### src/rtl/pp_adder_pkg.sv
// pp_adder_pkg: shared types and helpers for the pipelined parallel-prefix adder.
package pp_adder_pkg;

    // Generate/propagate pair carried by each prefix node.
    typedef struct packed {
        logic g;
        logic p;
    } gp_t;

    // Ceiling log2 usable in constant expressions.
    function automatic int unsigned clog2(input int unsigned n);
        int unsigned r;
        r = 0;
        while ((32'd1 << r) < n) begin
            r = r + 1;
        end
        return r;
    endfunction

    // Edges from accept to out_valid: one operand stage plus one register per prefix group.
    function automatic int unsigned ppa_lat(input int unsigned width, input int unsigned reg_every);
        return 1 + (clog2(width) + reg_every - 1) / reg_every;
    endfunction

    // Prefix operator: hi is the more significant span, lo the span just below it.
    function automatic gp_t gp_combine(input gp_t hi, input gp_t lo);
        gp_t r;
        r.g = hi.g | (hi.p & lo.g);
        r.p = hi.p & lo.p;
        return r;
    endfunction

endpackage

### src/rtl/pp_prefix_level.sv
// pp_prefix_level: one combinational Kogge-Stone level; bit i merges with bit i-DIST.
module pp_prefix_level
    import pp_adder_pkg::*;
#(
    parameter int unsigned WIDTH = 64,
    parameter int unsigned DIST  = 1
) (
    input  logic [WIDTH-1:0] i_g,
    input  logic [WIDTH-1:0] i_p,
    output logic [WIDTH-1:0] o_g,
    output logic [WIDTH-1:0] o_p
);
    for (genvar i = 0; i < WIDTH; i++) begin : g_bit
        if (i < DIST) begin : g_pass
            // Span already reaches bit 0; nothing below to merge.
            assign o_g[i] = i_g[i];
            assign o_p[i] = i_p[i];
        end else begin : g_node
            gp_t w_hi;
            gp_t w_lo;
            gp_t w_node;
            assign w_hi   = {i_g[i], i_p[i]};
            assign w_lo   = {i_g[i-DIST], i_p[i-DIST]};
            assign w_node = gp_combine(w_hi, w_lo);
            assign o_g[i] = w_node.g;
            assign o_p[i] = w_node.p;
        end
    end
endmodule

### src/rtl/pp_adder_pipe.sv
// pp_adder_pipe: pipelined Kogge-Stone adder/subtractor with elastic valid/ready stages.
// Saturation on signed overflow is built only when PPA_SAT_EN is defined.
module pp_adder_pipe
    import pp_adder_pkg::*;
#(
    parameter int unsigned WIDTH     = 64,
    parameter int unsigned REG_EVERY = 1
) (
    input  logic             clk,
    input  logic             reset,
    input  logic             in_valid,
    output logic             in_ready,
    input  logic [WIDTH-1:0] a,
    input  logic [WIDTH-1:0] b,
    input  logic             cin,
    input  logic             sub,
`ifdef PPA_SAT_EN
    input  logic             sat,
`endif
    output logic             out_valid,
    input  logic             out_ready,
    output logic [WIDTH-1:0] sum,
    output logic             cout,
    output logic             ovf
);
    localparam int unsigned L   = clog2(WIDTH);
    localparam int unsigned NG  = (L + REG_EVERY - 1) / REG_EVERY;  // prefix register groups
    localparam int unsigned LAT = ppa_lat(WIDTH, REG_EVERY);          // NG prefix regs + output

    // Stage s in 0..NG-1 holds the prefix state entering group s; stage NG is the output.
    logic [WIDTH-1:0] r_g    [NG];
    logic [WIDTH-1:0] r_p    [NG];
    logic [WIDTH-1:0] r_praw [NG];  // half-sum bits, needed for the final XOR
    logic             r_c0   [NG];
`ifdef PPA_SAT_EN
    logic             r_sat  [NG];
    logic             r_amsb [NG];
`endif
    logic [LAT-1:0]   r_vld;
    logic             w_en   [LAT+1];

    logic [WIDTH-1:0] w_g_lvl [L];
    logic [WIDTH-1:0] w_p_lvl [L];

    logic [WIDTH-1:0] w_b;
    logic [WIDTH-1:0] w_g0;
    logic [WIDTH-1:0] w_p0;
    logic             w_c0;
    logic [WIDTH:0]   w_carry;
    logic [WIDTH-1:0] w_sum;
    logic             w_ovf;
    logic             w_unused_p;

    // Elastic enable chain: a stage may load if it is empty or the stage after it moves.
    assign w_en[LAT] = out_ready;
    for (genvar s = 0; s < LAT; s++) begin : g_en
        assign w_en[s] = ~r_vld[s] | w_en[s+1];
    end

    assign in_ready  = w_en[0] & ~reset;
    assign out_valid = r_vld[LAT-1];

    // Valid bits advance with their stage enables; reset empties the pipe.
    always_ff @(posedge clk) begin
        if (reset) begin
            r_vld <= '0;
        end else begin
            if (w_en[0]) begin
                r_vld[0] <= in_valid;
            end
            for (int s = 1; s < int'(LAT); s++) begin
                if (w_en[s]) begin
                    r_vld[s] <= r_vld[s-1];
                end
            end
        end
    end

    // Operand conditioning: invert b for subtract and fold the carry-in into bit 0.
    always_comb begin
        w_b     = sub ? ~b : b;
        w_c0    = sub | cin;
        w_p0    = a ^ w_b;
        w_g0    = a & w_b;
        w_g0[0] = w_g0[0] | (w_p0[0] & w_c0);
    end

    // Prefix levels; a group starts from its stage register, later levels chain combinationally.
    for (genvar k = 0; k < L; k++) begin : g_level
        logic [WIDTH-1:0] w_gi;
        logic [WIDTH-1:0] w_pi;
        if (k % REG_EVERY == 0) begin : g_from_reg
            assign w_gi = r_g[k/REG_EVERY];
            assign w_pi = r_p[k/REG_EVERY];
        end else begin : g_from_comb
            assign w_gi = w_g_lvl[k-1];
            assign w_pi = w_p_lvl[k-1];
        end
        pp_prefix_level #(
            .WIDTH (WIDTH),
            .DIST  (1 << k)
        ) u_level (
            .i_g (w_gi),
            .i_p (w_pi),
            .o_g (w_g_lvl[k]),
            .o_p (w_p_lvl[k])
        );
    end

    // Stage registers: operand stage, then one register at the end of each non-final group.
    always_ff @(posedge clk) begin
        if (w_en[0]) begin
            r_g[0]    <= w_g0;
            r_p[0]    <= w_p0;
            r_praw[0] <= w_p0;
            r_c0[0]   <= w_c0;
`ifdef PPA_SAT_EN
            r_sat[0]  <= sat;
            r_amsb[0] <= a[WIDTH-1];
`endif
        end
        for (int j = 1; j < int'(NG); j++) begin
            if (w_en[j]) begin
                r_g[j]    <= w_g_lvl[j*int'(REG_EVERY)-1];
                r_p[j]    <= w_p_lvl[j*int'(REG_EVERY)-1];
                r_praw[j] <= r_praw[j-1];
                r_c0[j]   <= r_c0[j-1];
`ifdef PPA_SAT_EN
                r_sat[j]  <= r_sat[j-1];
                r_amsb[j] <= r_amsb[j-1];
`endif
            end
        end
    end

    // Final group tail: carries into each bit, sum XOR, flags and optional clamp.
    always_comb begin
        w_carry    = {w_g_lvl[L-1], r_c0[NG-1]};
        w_ovf      = w_carry[WIDTH] ^ w_carry[WIDTH-1];
        w_sum      = r_praw[NG-1] ^ w_carry[WIDTH-1:0];
        // Group propagate of the last level is not needed once carries are resolved.
        w_unused_p = ^w_p_lvl[L-1];
`ifdef PPA_SAT_EN
        if (r_sat[NG-1] && w_ovf) begin
            w_sum = r_amsb[NG-1] ? {1'b1, {(WIDTH-1){1'b0}}} : {1'b0, {(WIDTH-1){1'b1}}};
        end
`endif
    end

    // Output register; holds while the consumer stalls a valid result.
    always_ff @(posedge clk) begin
        if (reset) begin
            sum  <= '0;
            cout <= 1'b0;
            ovf  <= 1'b0;
        end else if (w_en[NG]) begin
            sum  <= w_sum;
            cout <= w_carry[WIDTH];
            ovf  <= w_ovf;
        end
    end

endmodule
### config.mk
export PLATFORM = sky130hd
export DESIGN_NAME = pp_adder_pipe
export DESIGN_NICKNAME = d
export VERILOG_FILES = /design/src/rtl/pp_adder_pkg.sv /design/src/rtl/pp_prefix_level.sv /design/src/rtl/pp_adder_pipe.sv
export SDC_FILE = /design/constraint.sdc
export NUM_CORES = 1
export LEC_CHECK = 0
export BUFFER_PORTS_ARGS = -buffer_cell sky130_fd_sc_hd__buf_2
export CAP_MARGIN = 0
export CORE_ASPECT_RATIO = 2
export CORE_MARGIN = 1.5
export CORE_UTILIZATION = 45
export CTS_CLUSTER_DIAMETER = 80
export DETAILED_ROUTE_END_ITERATION = 8
export PLACE_DENSITY_LB_ADDON = 0.15
export SYNTH_ARGS = -nofsm -noshare
export SYNTH_HDL_FRONTEND = slang
export SYNTH_HIERARCHICAL = 1
export SYNTH_SLANG_ARGS = --single-unit
### constraint.sdc
create_clock -name clk -period 8.9 [get_ports clk]
set_clock_uncertainty 0.15 [all_clocks]
set_input_delay 0.89 -clock clk [delete_from_list [all_inputs] [get_ports clk]]
set_output_delay 0.89 -clock clk [all_outputs]
set_load 0.05 [all_outputs]
* Word level (Yosys, flattened, before mapping)
Memories as Yosys holds them, arrays and structs flattened.
Index checks and enable logic that the tools add are counted.
W data, S select, Z words.
** Cells by class
- Multiplexer cells :: 13
- Bitwise gates (word level) :: 955
** Operator list (number)
- $and A1 B1 Y1 :: 612
- $or A1 B1 Y1 :: 330
- $xor A64 B64 Y64 :: 2
- $and A64 B64 Y64 :: 1
- $mux W64 :: 1
- $not A64 Y64 :: 1
- $mux W1 :: 12
- $not A1 Y1 :: 8
- $xor A1 B1 Y1 :: 1
** Storage, ports and cells
- Flip-flop bits (word level) :: 73
- Memory bits (writable) :: 1158
- Input port bits :: 134
- Output and inout port bits :: 68
- Logic and storage cells :: 982
- Memories kept :: 4
** Memory list
- r_g :: words 6, bits a word 64, rd ports 6, clocked after Yosys merged registers in 0, write ports 6, line pp_adder_pipe.sv:31 : logic [WIDTH-1:0] r_g [NG];
- r_p :: words 6, bits a word 64, rd ports 6, clocked after Yosys merged registers in 0, write ports 6, line pp_adder_pipe.sv:32 : logic [WIDTH-1:0] r_p [NG];
- r_praw :: words 6, bits a word 64, rd ports 6, clocked after Yosys merged registers in 0, write ports 6, line pp_adder_pipe.sv:33 : logic [WIDTH-1:0] r_praw [NG];
- r_c0 :: words 6, bits a word 1, rd ports 6, clocked after Yosys merged registers in 0, write ports 6, line pp_adder_pipe.sv:34 : logic r_c0 [NG];

* Depth between registers and ports, before layout
Gate-level depths: netlist of the first run.
- Depth after elaboration :: 10
- Depth in mapped cells :: 6
- Mapped depth without buffers :: 3

* By module
Netlist of the first run, hierarchy kept.
** By module, submodules not included
- pp_adder_pipe :: instances 1, cells an instance 1551, area each 37627.3 µm², sequential area each 34312.9 µm²
- pp_prefix_level at g_level[5].u_level :: instances 1, cells an instance 128, area each 959.7 µm², sequential area each 0.0 µm²
- pp_prefix_level at g_level[4].u_level :: instances 1, cells an instance 128, area each 919.6 µm², sequential area each 0.0 µm²
- pp_prefix_level at g_level[3].u_level :: instances 1, cells an instance 128, area each 908.4 µm², sequential area each 0.0 µm²
- pp_prefix_level at g_level[2].u_level :: instances 1, cells an instance 128, area each 893.4 µm², sequential area each 0.0 µm²
- pp_prefix_level at g_level[1].u_level :: instances 1, cells an instance 128, area each 887.1 µm², sequential area each 0.0 µm²
- pp_prefix_level at g_level[0].u_level :: instances 1, cells an instance 128, area each 884.6 µm², sequential area each 0.0 µm²

* Worst setup path before layout of the first run
No wires, ideal clock.
- Path type :: input -> register
- Start point :: input out_ready
- End point :: memory r_c0[1] (enable)
- Library setup time :: 2.033 ns
- Arrival :: 5.555 ns
- Data required time :: 6.717 ns
- Path slack :: 1.162 ns
- Cell stages on the path :: 3
- Path buffers :: 1
- Cell sequence :: and4b_1 -> buf_2 -> nand3_1
** RTL lines
- start, declared :: line pp_adder_pipe.sv:21 : input logic out_ready,
- end, declared :: line pp_adder_pipe.sv:34

==> impl_metrics.json, run 1 <==
{
  "insertion_delay_ns": 0.67,
  "synth_warnings": 6,
  "period_share_pct": 38.3,
  "core-area_um2": 89000,
  "cp-end-kind": "output pin",
  "vdd_drop_max_mv": 0.140,
  "p_switching_uw": 2740,
  "viasPerCell": 4.79,
  "cts_tree": "built",
  "comb_power_share_pct": 7.4,
  "r2r_setup_slack_ns": 5.84,
  "totalWireLength_um": 77800,
  "clk_pin_slew_ns": 0.06,
  "ios": 202,
  "drv_cap": 0,
  "hold_class": "register to register",
  "gp_congestion": 0.881,
  "area_delta_synth_final_pct": 11.8,
  "grt_antenna_before_repair": 0,
  "slew_violations": 0,
  "crit_type": "register to output pin",
  "ant_nets": 0,
  "worstMarginPinSlew_ns": 1.16,
  "cts_root_buffer": "clkbuf_16",
  "die_w_um": 215,
  "hold_viol_final": 0,
  "wl_per_cell_um": 21.7,
  "p_sw_share_pct": 23.3,
  "syn_area_per_cell_um2": 18.9,
  "dr.pass1.iters": 5,
  "p_int_uw": 8980,
  "syn-num-nets": 2329,
  "cts-resized-gates": 0,
  "rsz0062_at_grt": "false",
  "critPathMaxFanout": 8,
  "routed-via-count": 17200,
  "leakage_uw": 0.0191,
  "holdWs_ns": 0.258,
  "grt_pass1_wl_um": 116000,
  "track_usage_pct": 17.2,
  "grt_overflow": 0,
  "powerDensity_nw_per_um2": 260,
  "design.die.area_um2": 91400,
  "status": "finished, final reports clean",
  "hpwl_um": 57500,
  "nets": 2538,
  "ctsHoldBuffers": 0,
  "syn-cell-area_um2": 40300,
  "cts_buffers": 90,
  "clockPowerShare_pct": 32.8,
  "drt-initial-drc-count": 1109,
  "syn_inst": 2131,
  "fill_cells": 7223,
  "finalCriticalPeriod_ns": 3.41,
  "power_uw": 11700,
  "required_ns": 7.86,
  "startpoint_type": "register",
  "finalSetupViolations": 0,
  "slew_headroom_pct": 22.7,
  "finalWorstSetupSlack_ns": 5.49,
  "drc_errors": 0,
  "final_layout_size_suffix_gt1_share_pct": 17.3,
  "grt_max_degree": 172,
  "rows": 155,
  "first_global_vias": 18600,
  "post_cts_buffers": 0,
  "max_freq_ghz": 0.293,
  "power_frac_seq_pct": 59.8,
  "finalSetupTns_ns": 0,
  "clock-sinks": 1105,
  "arrival_ns": 2.37,
  "cts_buffer_depth": 3,
  "die_h_um": 426,
  "start_util_pct": 45.3,
  "port_buffers": 201,
  "htree_levels": 3,
  "dp_slack_ns": 5.15
}
-- layer usage --
layer	share of wire, %	track usage (%)	up-vias
met5	0	0	-
met1	39	19.6	8330
li1	-	-	8399
met2	54	32.1	343
met4	3.4	6.90	0
met3	3.5	2.80	123
-- registers in the layout (all words and copies together) (netlist names) --
| signal | count |
|---|---|
| cout | 1 |
| ovf | 1 |
| r_c0 | 6 |
| r_g | 384 |
| r_p | 322 |
| r_praw | 320 |
| r_vld | 7 |
| sum | 64 |
-- power by group through the flow --
stage / Sequential [µW] / Combinational, µW / Clock (µW)
floorplan: 7040 / 509 / 0
global placement: 7130 / 871 / 0
detailed placement: 7150 / 872 / 0
CTS: 7030 / 884 / 3960
global route: 7080 / 942 / 4130
finish: 7010 / 869 / 3840
-- cells in the final DEF (no fill, tap or decap) --
| master | n |
|---|---|
| nand4_1 | 1 |
| nand2b_4 | 1 |
| nor2b_1 | 2 |
| xor2_1 | 64 |
| and2_2 | 22 |
| a21o_1 | 322 |
| and2_1 | 237 |
| buf_12 | 3 |
| xnor2_1 | 65 |
| ha_1 | 64 |
| buf_2 | 199 |
| nand2_1 | 2 |
| nor2_1 | 62 |
| inv_1 | 2 |
| edfxtp_1 | 1032 |
| or2_2 | 1 |
| nand3_4 | 1 |
| clkinv_4 | 3 |
| bufinv_16 | 6 |
| diode_2 | 1 |
| clkinv_2 | 11 |
| clkbuf_1 | 30 |
| clkinv_1 | 18 |
| a211oi_2 | 50 |
| clkinvlp_4 | 1 |
| nor2_2 | 10 |
| clkinv_8 | 3 |
| a211oi_1 | 15 |
| buf_4 | 9 |
| dfxtp_1 | 73 |
| inv_6 | 4 |
| and4b_1 | 1 |
| nand2_4 | 3 |
| a21oi_1 | 6 |
| clkbuf_16 | 92 |
-- final timing paths --
check	from	endpoint	depth (start not counted)
max	r_vld[6]$_SDFFE_PP0P_	in_ready	4
min	r_praw[4][10]$_DFFE_PP_	r_praw[5][10]$_DFFE_PP_	0
max reg2reg	r_vld[6]$_SDFFE_PP0P_	r_g[0][3]$_DFFE_PP_	4
min reg2reg	r_praw[4][10]$_DFFE_PP_	r_praw[5][10]$_DFFE_PP_	0
-- layout make-up --
class	count	area (µm²)	area share, %
antenna	1	2.50	0.00555
clock buffer	122	2410	5.36
clock inverter	45	412	0.914
inverter	3	16.3	0.0361
multi-input combinational	929	7170	15.9
sequential	1105	32500	72.0
tap	1177	1470	3.27
timing repair buffer	211	1120	2.49
-- critical path, cell delays in order, from the launching register on --
cell and delay [ns]:
dfxtp_1 0.42, and4b_1 0.61, nand4_1 0.22, nor2b_1 0.22, buf_2 0.24
-- through the flow --
step | cell area, µm² | utilization (%) | std cells
after floorplan | 40300 | - | 2131
after global placement | 42200 | 47.4 | 3425
after detailed placement | 42200 | 47.4 | 3425
after CTS | 45100 | 50.6 | 3592
after global routing | 45100 | 50.6 | 3592
final | 45100 | 50.6 | 3593
Note: power is estimated with default switching activity, not from simulation.
==> run 2: changes to the inputs <==
==> constraint.sdc (replaced) <==
create_clock -name clk -period 3.2 [get_ports clk]
set_clock_uncertainty 0.15 [all_clocks]
set_input_delay 0.32 -clock clk [delete_from_list [all_inputs] [get_ports clk]]
set_output_delay 0.32 -clock clk [all_outputs]
set_load 0.05 [all_outputs]
==> impl_metrics.json, run 2 (synthesis results as in run 1) <==
{
  "hpwl_um": 61100,
  "p_int_uw": 25800,
  "period_share_pct": 96.0,
  "drc_errors": 0,
  "htree_levels": 3,
  "holdPathStages": 3,
  "port_buffers": 201,
  "clockPowerShare_pct": 33.7,
  "grt_antenna_before_repair": 0,
  "worstMarginPinSlew_ns": 0.747,
  "critPathMaxFanout": 7,
  "finalSetupViolations": 0,
  "postPlaceCellArea_um2": 42700,
  "post_cts_buffers": 0,
  "dr.pass1.iters": 5,
  "powerDensity_nw_per_um2": 703,
  "hold_viol_final": 0,
  "ant_nets": 0,
  "final_common_cell": "edfxtp_1",
  "largest_reg_flops": 384,
  "totalWireLength_um": 80200,
  "crit_type": "register to output pin",
  "wl_per_cell_um": 20.9,
  "use_met2_pct": 33.8,
  "first_global_vias": 19400,
  "cts_buffers": 92,
  "p_sw_share_pct": 23.1,
  "gp_congestion": 0.867,
  "core-area_um2": 89000,
  "power_frac_seq_pct": 58.2,
  "startpoint_type": "register",
  "cts_tree": "built",
  "ios": 202,
  "cp-end-kind": "output pin",
  "clk_pin_slew_ns": 0.07,
  "clock-sinks": 1105,
  "die_h_um": 426,
  "area_delta_synth_final_pct": 18.4,
  "slew_headroom_pct": 50.2,
  "design.die.area_um2": 91400,
  "use_met3_pct": 2.90,
  "ff2ff_path_depth": 5,
  "vdd_drop_max_mv": 0.460,
  "required_ns": 2.73,
  "max_freq_ghz": 0.325,
  "rsz0062_at_grt": "false",
  "grt.met1_usage_pct": 19.5,
  "regMostFlops": "r_g",
  "rows": 155,
  "status": "finished, final reports clean",
  "reg_top3": "r_g x384, r_p x322, r_praw x320",
  "routed-via-count": 18200,
  "die_w_um": 215,
  "finalCriticalPeriod_ns": 3.07,
  "comb_power_share_pct": 8.0,
  "final_area_um2": 47700,
  "start_util_pct": 45.3,
  "grt_pass1_wl_um": 120000,
  "final_cell_mix": "edfxtp_1 (1032), a21o_1 (322), and2_1 (237)",
  "slew_violations": 0,
  "drv_cap": 0,
  "nets": 2783,
  "p_switching_uw": 7740,
  "cts_root_buffer": "clkbuf_16",
  "n_antenna_cell": 0,
  "holdWs_ns": 0.0769,
  "track_usage_pct": 17.9,
  "drt-initial-drc-count": 1072,
  "viasPerCell": 4.74,
  "leakage_uw": 0.0202,
  "insertion_delay_ns": 0.69,
  "final_layout_size_suffix_gt1_share_pct": 18.3,
  "gr-max-usage-layer": "met2",
  "grt_overflow": 0,
  "hold_class": "primary input to register",
  "cts_buffer_depth": 3,
  "grt_max_degree": 89,
  "arrival_ns": 2.60
}
## run 2: cell count changes in the layout (fill, tap and decap cells not counted), moves of 6 or more
cell | previous run | this run
bufinv_16 | 6 | 12
clkbuf_1 | 30 | 17
buf_4 | 9 | 51
buf_12 | 3 | 11
dlygate4sd3_1 | 0 | 193
## run 2: power groups by stage
stage	Clock [µW]	Sequential, µW	Combinational (µW)
detailed placement	0	19900	2400
floorplan	0	19600	1420
global route	12100	19700	2910
CTS	11600	19600	2720
global placement	0	19900	2400
finish	11300	19500	2690
## run 2: per-layer routing
metal  vias to the layer above  routed length (µm)
met5                         -                   0
met4                         0                3200
met3                       123                2620
met2                       355               43800
met1                      8819               30600
li1                       8897                   -
## run 2: worst max-delay path, stage by stage (launching register included)
cell and delay (ns):
dfxtp_1 0.41, and4b_1 0.38, buf_4 0.25, nand4_1 0.36
nor2b_2 0.30, buf_2 0.23
## run 2: worst paths after layout
path	from	end	slack, ns
worst min register to register	r_praw[3][39]$_DFFE_PP_	r_praw[4][39]$_DFFE_PP_	0.26
worst max register to register	r_vld[5]$_SDFFE_PP0P_	r_c0[0]$_DFFE_PP_	0.64
worst min-delay path	b[0]	r_p[0][0]$_DFFE_PP_	0.08
worst max-delay path	r_vld[5]$_SDFFE_PP0P_	in_ready	0.13
## run 2: final cells by class
cell class	count	area, µm²
clock buffer	111	2420
tap	1177	1470
clock inverter	57	623
sequential	1105	32500
multi-input combinational	929	7170
timing repair buffer	454	3530
fill	7100	41300
inverter	3	16.3
## run 2: timing repair
action	CTS	global route
hold buffers	193	0
hold endpoints to repair	162	0
setup endpoints to repair	0	0
resized for setup	0	0
## run 2: per-stage QoR
| step | util, % | total power (µW) | setup slack, ns | setup TNS (ns) | std cells |
|---|---|---|---|---|---|
| finish | 53.6 | 33500 | 0.127 | 0 | 3836 |
| global route | 53.6 | 34800 | 0.0265 | 0 | 3836 |
| CTS | 53.6 | 33900 | 0.0787 | 0 | 3836 |
| detailed placement | 48.0 | 22300 | 0.685 | 0 | 3475 |
| global placement | 48.0 | 22300 | 0.682 | 0 | 3475 |
| floorplan | - | 21000 | -3.08 | -2059.70 | 2131 |
==> run 3: changes to the inputs <==
==> constraint.sdc (replaced) <==
create_clock -name clk -period 3.76 [get_ports clk]
set_clock_uncertainty 0.15 [all_clocks]
set_input_delay 0.376 -clock clk [delete_from_list [all_inputs] [get_ports clk]]
set_output_delay 0.376 -clock clk [all_outputs]
set_load 0.05 [all_outputs]
==> impl_metrics.json, run 3 (synthesis results as in run 1) <==
{
  "final_cell_mix": "edfxtp_1 (1032), a21o_1 (322), and2_1 (237)",
  "max_freq_ghz": 0.346,
  "drv_cap": 0,
  "track_usage_pct": 17.8,
  "worstMarginPinSlew_ns": 0.824,
  "critPathMaxFanout": 8,
  "totalWireLength_um": 80300,
  "finalSetupViolations": 0,
  "clk_pin_slew_ns": 0.07,
  "n_antenna_cell": 0,
  "ant_nets": 0,
  "arrival_ns": 2.36,
  "wl_per_cell_um": 21.3,
  "grt_max_degree": 98,
  "p_switching_uw": 6530,
  "ios": 202,
  "hpwl_um": 61000,
  "period_share_pct": 76.8,
  "core-area_um2": 89000,
  "startpoint": "out_ready",
  "dr.pass1.iters": 5,
  "vdd_drop_max_mv": 0.392,
  "grt_pass1_wl_um": 120000,
  "postPlaceCellArea_um2": 42600,
  "finalCriticalPeriod_ns": 2.89,
  "p_sw_share_pct": 23.0,
  "drc_errors": 0,
  "start_util_pct": 45.3,
  "htree_levels": 3,
  "slew_headroom_pct": 45.1,
  "cts_root_buffer": "clkbuf_16",
  "insertion_delay_ns": 0.67,
  "holdPathStages": 3,
  "required_ns": 3.23,
  "gp_congestion": 0.868,
  "grt_overflow": 0,
  "viasPerCell": 4.76,
  "slew_violations": 0,
  "grt_antenna_before_repair": 1,
  "finalWorstSetupSlack_ns": 0.874,
  "cts_buffers": 93,
  "rows": 155,
  "die_h_um": 426,
  "design.die.area_um2": 91400,
  "ff2ff_path_depth": 4,
  "die_w_um": 215,
  "port_buffers": 201,
  "drt-initial-drc-count": 1039,
  "cp-end-kind": "output pin",
  "final_common_cell": "edfxtp_1",
  "final_layout_size_suffix_gt1_share_pct": 18.0,
  "cts_buffer_depth": 3,
  "startpoint_type": "primary input",
  "first_global_vias": 19000,
  "dp_slack_ns": 1.14,
  "area_delta_synth_final_pct": 16.8,
  "largest_reg_flops": 384,
  "min-delay-start": "b[7]",
  "status": "finished, final reports clean",
  "p_int_uw": 21900,
  "r2r_start": "r_vld[5]$_SDFFE_PP0P_",
  "post_cts_buffers": 0,
  "power_frac_seq_pct": 58.5,
  "hold_class": "primary input to register",
  "nets": 2724,
  "hold_viol_final": 0,
  "routed-via-count": 17900,
  "crit_type": "primary input to output pin",
  "comb_power_share_pct": 7.8,
  "final_area_um2": 47100,
  "leakage_uw": 0.0200,
  "regMostFlops": "r_g",
  "powerDensity_nw_per_um2": 604,
  "rsz0062_at_grt": "false",
  "cts_tree": "built",
  "cts-resized-gates": 0,
  "clockPowerShare_pct": 33.7,
  "clock-sinks": 1105,
  "ctsHoldBuffers": 145,
  "reg_top3": "r_g x384, r_p x322, r_praw x320"
}
[run 3: cell count changes in the layout (fill, tap and decap cells not counted), moves of 2 or more]
cell,delta
buf_12,-2
inv_6,-2
clkbuf_16,+2
clkinvlp_4,-2
clkinv_1,-4
clkbuf_1,+3
buf_4,-10
clkinv_2,-3
dlygate4sd3_1,-48
inv_1,+3
[run 3: worst max-delay path, stage by stage]
cell           delay, ns
dlygate4sd3_1       0.54
buf_2               0.14
and4b_1             0.30
buf_4               0.24
nand4_1             0.23
nor2b_2             0.28
buf_2               0.24
[run 3: worst paths after layout]
| path | to | slack, ns |
|---|---|---|
| setup / recovery | in_ready | 0.87 |
| hold / removal | r_p[0][7]$_DFFE_PP_ | 0.04 |
| setup reg to reg | r_praw[1][10]$_DFFE_PP_ | 1.28 |
| hold reg to reg | r_praw[3][61]$_DFFE_PP_ | 0.26 |
[run 3: final cells by class]
type / count / area (µm²)
fillers: 7144 / 42000
well taps: 1177 / 1470
multi-input cells: 929 / 7170
clock buffers: 116 / 2480
inverters: 3 / 16.3
repair buffers: 394 / 2940
clock inverters: 47 / 533
flip-flops and latches: 1105 / 32500
[run 3: power by group through the flow]
| stage | registers, µW | clock network [µW] | logic (µW) |
|---|---|---|---|
| after floorplan | 16700 | 0 | 1200 |
| after global placement | 16900 | 0 | 2040 |
| after detailed placement | 17000 | 0 | 2040 |
| after CTS | 16700 | 9830 | 2240 |
| after global routing | 16800 | 10300 | 2390 |
| final | 16600 | 9580 | 2210 |
[run 3: routing by layer]
layer | share of wire (%) | global-route usage (%) | vias up
met5 | 0 | 0 | -
met4 | 3.6 | 7.12 | 0
met3 | 3.4 | 2.98 | 124
met2 | 55 | 33.9 | 341
met1 | 38 | 19.5 | 8714
li1 | - | - | 8756
[run 3: per-stage QoR]
step                cells  util, %  hold slack (ns)  power, µW  TNS [ns]
floorplan            2131        -            0.250      17900  -1480.16
global placement     3463     47.9            0.255      19000         0
detailed placement   3463     47.9            0.255      19000         0
CTS                  3771     52.9         0.000163      28800         0
global route         3771     52.9           0.0209      29500         0
finish               3771     52.9           0.0438      28400         0
